===== src/rtl/pipeline_serializer.sv =====
// Purpose: accept one wide word and emit it as PIECE_COUNT narrow pieces, emit-end piece first.
// Latency: first piece valid right after the accepting edge; PIECE_COUNT+1 cycles per word at full rate.
// Backpressure: pieces hold while data_out_ready is low; input ready only when empty, never from output handshake.
module pipeline_serializer #(
    parameter int                      WORD_WIDTH  = 32,
    parameter int                      PIECE_WIDTH = 8,
    parameter bit                      MSB_FIRST   = 1'b0,
    parameter logic [WORD_WIDTH-1:0]   RESET_VALUE = '0
) (
    input  logic                   clock,
    input  logic                   clear_n,
    input  logic                   data_in_valid,
    output logic                   data_in_ready,
    input  logic [WORD_WIDTH-1:0]  data_in,
    output logic                   data_out_valid,
    input  logic                   data_out_ready,
    output logic [PIECE_WIDTH-1:0] data_out,
    output logic                   data_out_last
);

    localparam int PIECE_COUNT = (PIECE_WIDTH > 0) ? (WORD_WIDTH / PIECE_WIDTH) : 1;
    localparam int CW          = (PIECE_COUNT > 1) ? $clog2(PIECE_COUNT) : 1;

    if (PIECE_WIDTH < 1 || (WORD_WIDTH % PIECE_WIDTH) != 0 || PIECE_COUNT < 1) begin : g_bad_params
        $error("pipeline_serializer: WORD_WIDTH must be a positive multiple of PIECE_WIDTH");
    end

    typedef enum logic {
        EMPTY    = 1'b0,
        SHIFTING = 1'b1
    } state_t;

    state_t                  state_q;
    logic [WORD_WIDTH-1:0]   word_q;
    logic [WORD_WIDTH-1:0]   word_shift_d;
    logic [CW-1:0]           count_q;

    // Vacated piece is zero-filled by the logical shift.
    if (MSB_FIRST) begin : g_msb
        assign word_shift_d = word_q << PIECE_WIDTH;
        assign data_out     = word_q[WORD_WIDTH-1 -: PIECE_WIDTH];
    end else begin : g_lsb
        assign word_shift_d = word_q >> PIECE_WIDTH;
        assign data_out     = word_q[PIECE_WIDTH-1:0];
    end

    assign data_in_ready  = clear_n && (state_q == EMPTY);
    assign data_out_valid = (state_q == SHIFTING);
    assign data_out_last  = (state_q == SHIFTING) && (count_q == '0);

    always_ff @(posedge clock or negedge clear_n) begin
        if (!clear_n) begin
            state_q <= EMPTY;
            word_q  <= RESET_VALUE;
            count_q <= '0;
        end else begin
            case (state_q)
                EMPTY: begin
                    if (data_in_valid) begin
                        word_q  <= data_in;
                        count_q <= CW'(PIECE_COUNT - 1);
                        state_q <= SHIFTING;
                    end
                end
                SHIFTING: begin
                    if (data_out_ready) begin
                        if (count_q == '0) begin
                            state_q <= EMPTY;
                        end else begin
                            word_q  <= word_shift_d;
                            count_q <= count_q - CW'(1);
                        end
                    end
                end
                default: state_q <= EMPTY;
            endcase
        end
    end

endmodule


===== config.mk =====
export PLATFORM = sky130hd
export DESIGN_NAME = pipeline_serializer
export DESIGN_NICKNAME = d
export VERILOG_FILES = /design/src/rtl/pipeline_serializer.sv
export SDC_FILE = /design/constraint.sdc
export NUM_CORES = 1
export LEC_CHECK = 0
export CAP_MARGIN = 40
export CORE_AREA = 2 2 62 70
export CTS_CLUSTER_DIAMETER = 200
export DETAILED_ROUTE_END_ITERATION = 10
export DIE_AREA = 0 0 64 72
export HOLD_SLACK_MARGIN = 0.03
export PLACE_DENSITY = 0.71
export SLEW_MARGIN = 0
export SYNTH_ARGS = -nofsm -noshare
export SYNTH_HDL_FRONTEND = slang
export SYNTH_SLANG_ARGS = --single-unit

===== constraint.sdc =====
create_clock -name clock -period 1.9 [get_ports clock]
set_clock_uncertainty 0.2 [all_clocks]
set_input_delay 0.475 -clock clock [delete_from_list [all_inputs] [get_ports clock]]
set_output_delay 0.475 -clock clock [all_outputs]
set_load 0.02 [all_outputs]

==> run metrics, run 1 <==
average cell area after synthesis=9.31 um2; critical path peak fanout=2; mux cell area share after synthesis=0%; clock tree sinks=35; fillers=380; die span in x=64 um; global placement routability congestion=0.737; most frequent cells in the layout=dfrtp_1 (35), clkdlybuf4s50_1 (34), nor2_1 (28); switching part of the total=36.0%; outcome=completed; Logic pwr share=40.6%; core area=3870 um2; f_max=0.541 GHz; min Tclk post-route=1850 ps; post-layout util=54.2%; crit path from=count_q[0]; worst slew pin tran=430 ps; Req. time, crit path=1220 ps; H-tree depth=2; CTS Buffer Depth=2; RR Startpoint=count_q[0]; antenna violations before repair=0; reg2reg end=word_q[10]; Final Non-Filler Cells=260; dpl cells=252; Final period util=97.3%; largest family of logic cells by synthesized area=compound AO/OA/AOI/OAI gates; xor and xnor area share after synthesis=0%; sequential-to-total area share from yosys stat=55.7%; Post-DP HPWL=1.99 mm; top-area cell type share of the netlist area=55.7%; Clock transition at path regs=70 ps; DRT antenna net count=0; CTS Hold Buffers Added=0; drt initial violations=79; Die Span Y=72 um; CP max-delay cell=dfrtp_1; Placed Area=2020 um2; Final Instance Area=2100 um2; max-slew violations=0; Hold Path Class=input port to asynchronous set/reset pin; final setup vio count=0; num ports=47; Nets=244; slowest stage delay, CP=390 ps; crit start category=flop; final WL=3.09 mm; CTS root buffer=clkbuf_8; Syn-to-layout area delta=33.4%; CP arrival=1170 ps; sw power=0.00105 W; Starting Density=40.6%; Worst slew margin=71.3%; Clk Latency, worst-skew pair=280 ps; critical path class=flop to output port; vias per cell=4.86; multi-input logic area=548 um2; cell chain of the critical path=inv_2 -> ha_2 -> and2_4 -> buf_4; worst r2r path cells=6; vias in the first global route=1264; layout cells sized above 1=10.1%; worst vdd ir=0.000645 V; total congestion overflow=0; drc violations=0; die area=4610 um2; post-CTS sizing=14; Initial DRT Pass Iterations=4; diode count=0; largest cells by area after synthesis=dfrtp_1 (56%), o22ai_1 (9.5%), a21oi_1 (8.3%), nor2_1 (6.7%), buf_4 (4.3%); simple-gate share of the synthesized area=15.4%; PwrDens=1390 nW/um2; Leak=0.917 nW; maximum number of pins on one net before global-route repair=36; # rows=24; Cell variety after synth=17; yosys synthesis warning count=0; internal power=0.00187 W; Final Hold Fails=0; CTS Buf Count=5; Yosys top cell by area=dfrtp_1; Synth Area in Adders=0.796%; Port Buffers=46; routed vias=1263; Post-CTS Repair Setup Buffers=0; first-pass GRT wire length=5.46 mm; Total Routing Usage GR=15.2%; TritonCTS clock tree=built; WL/cell=11.9 um; syn nets=206; cell area after synthesis=1570 um2; setup slack, reg-to-reg=310 ps; total negative slack=0 ps; Synth Register Bits=35; Synth Area in Compound Gates=18.2%; flip-flop and latch area=876 um2; Seq pwr share=42.0%; Crit. End Element=output port; Syn Inst Count=169; clock power share=17.5%; Max-Cap Viols=0; commonest non-fill, non-tap cell in the layout=dfrtp_1
registers in the layout (all words and copies together) (netlist names):
| name | count |
|---|---|
| word_q | 32 |
| count_q | 2 |
| data_out_valid | 1 |
worst max-delay path, delay by kind of cell (launching register included):
family / cells / cell delay [ps]
simple gates: 1 / 140
fa+ha+maj: 1 / 170
buf+inv: 2 / 190
flops: 1 / 390
worst max path at each step:
stage / endpoint / depth (start not counted) / slack, ps
2_1_floorplan: data_in_ready / 1 / 380
3_3_place_gp: data_out_last / 4 / -80
3_5_place_dp: data_out_last / 4 / -100
4_1_cts: data_out_last / 4 / 20
5_1_grt: data_out_last / 4 / -20
6_report: data_out_last / 4 / 50
cells by family (layout without fill, tap and decap cells):
| kind of cell | count (synthesis) | count (layout) |
|---|---|---|
| AND/OR/NAND/NOR | 58 | 58 |
| buffers and inverters | 24 | 63 |
| flip-flops | 35 | 35 |
| adder cells (fa/ha/maj) | 1 | 1 |
| AO/OA/AOI/OAI | 51 | 51 |
through the flow:
step / hold slack, ps / setup WS, ps / total power, W
finish: 30.0 / 52.2 / 0.00293
global route: 75.7 / -17.5 / 0.00318
CTS: 43.9 / 19.4 / 0.00295
detailed placement: 279 / -103 / 0.00250
global placement: 272 / -76.2 / 0.00246
floorplan: -20.6 / 384 / 0.00217
metal layers:
layer  wire length (um)  vias up  track usage (%)
li1                   -      663                -
met1               1370      563             18.6
met2               1490       31             24.2
met3                153        6             4.81
met4                 73        0             7.97
met5                  0        -                0
power by group through the flow:
stage | Combinational [W] | Clock, W | Sequential [W]
3_3_place_gp | 0.00122 | 0 | 0.00123
5_1_grt | 0.00135 | 0.000555 | 0.00128
6_report | 0.00119 | 0.000511 | 0.00123
2_1_floorplan | 0.000947 | 0 | 0.00122
3_5_place_dp | 0.00125 | 0 | 0.00125
4_1_cts | 0.00119 | 0.000531 | 0.00123
cell type report:
class	instances	area share, %
inverters	2	0.358
clock inverters	3	0.716
multi-input cells	110	26.1
repair buffers	53	24.7
well taps	52	3.10
clock buffers	5	3.28
flip-flops and latches	35	41.7
cell usage after synthesis:
cell type,n
inv_1,2
buf_2,8
buf_6,3
clkbuf_1,2
buf_4,9
nand2_1,17
dfrtp_1,35
a31oi_1,1
nor2b_1,2
nand3_1,8
o22ai_1,24
a21oi_1,26
ha_1,1
nand2b_1,1
nor2_1,28
and2_1,1
nand3b_1,1
No activity file was read; power rests on OpenSTA's default activity.
==> inputs of run 2 (changes only) <==
- CAP_MARGIN: 40 -> 20
- TNS_END_PERCENT: default -> 100
==> results of run 2 <==
Same layout as run 1: the final DEF is identical, and so are final timing and power.
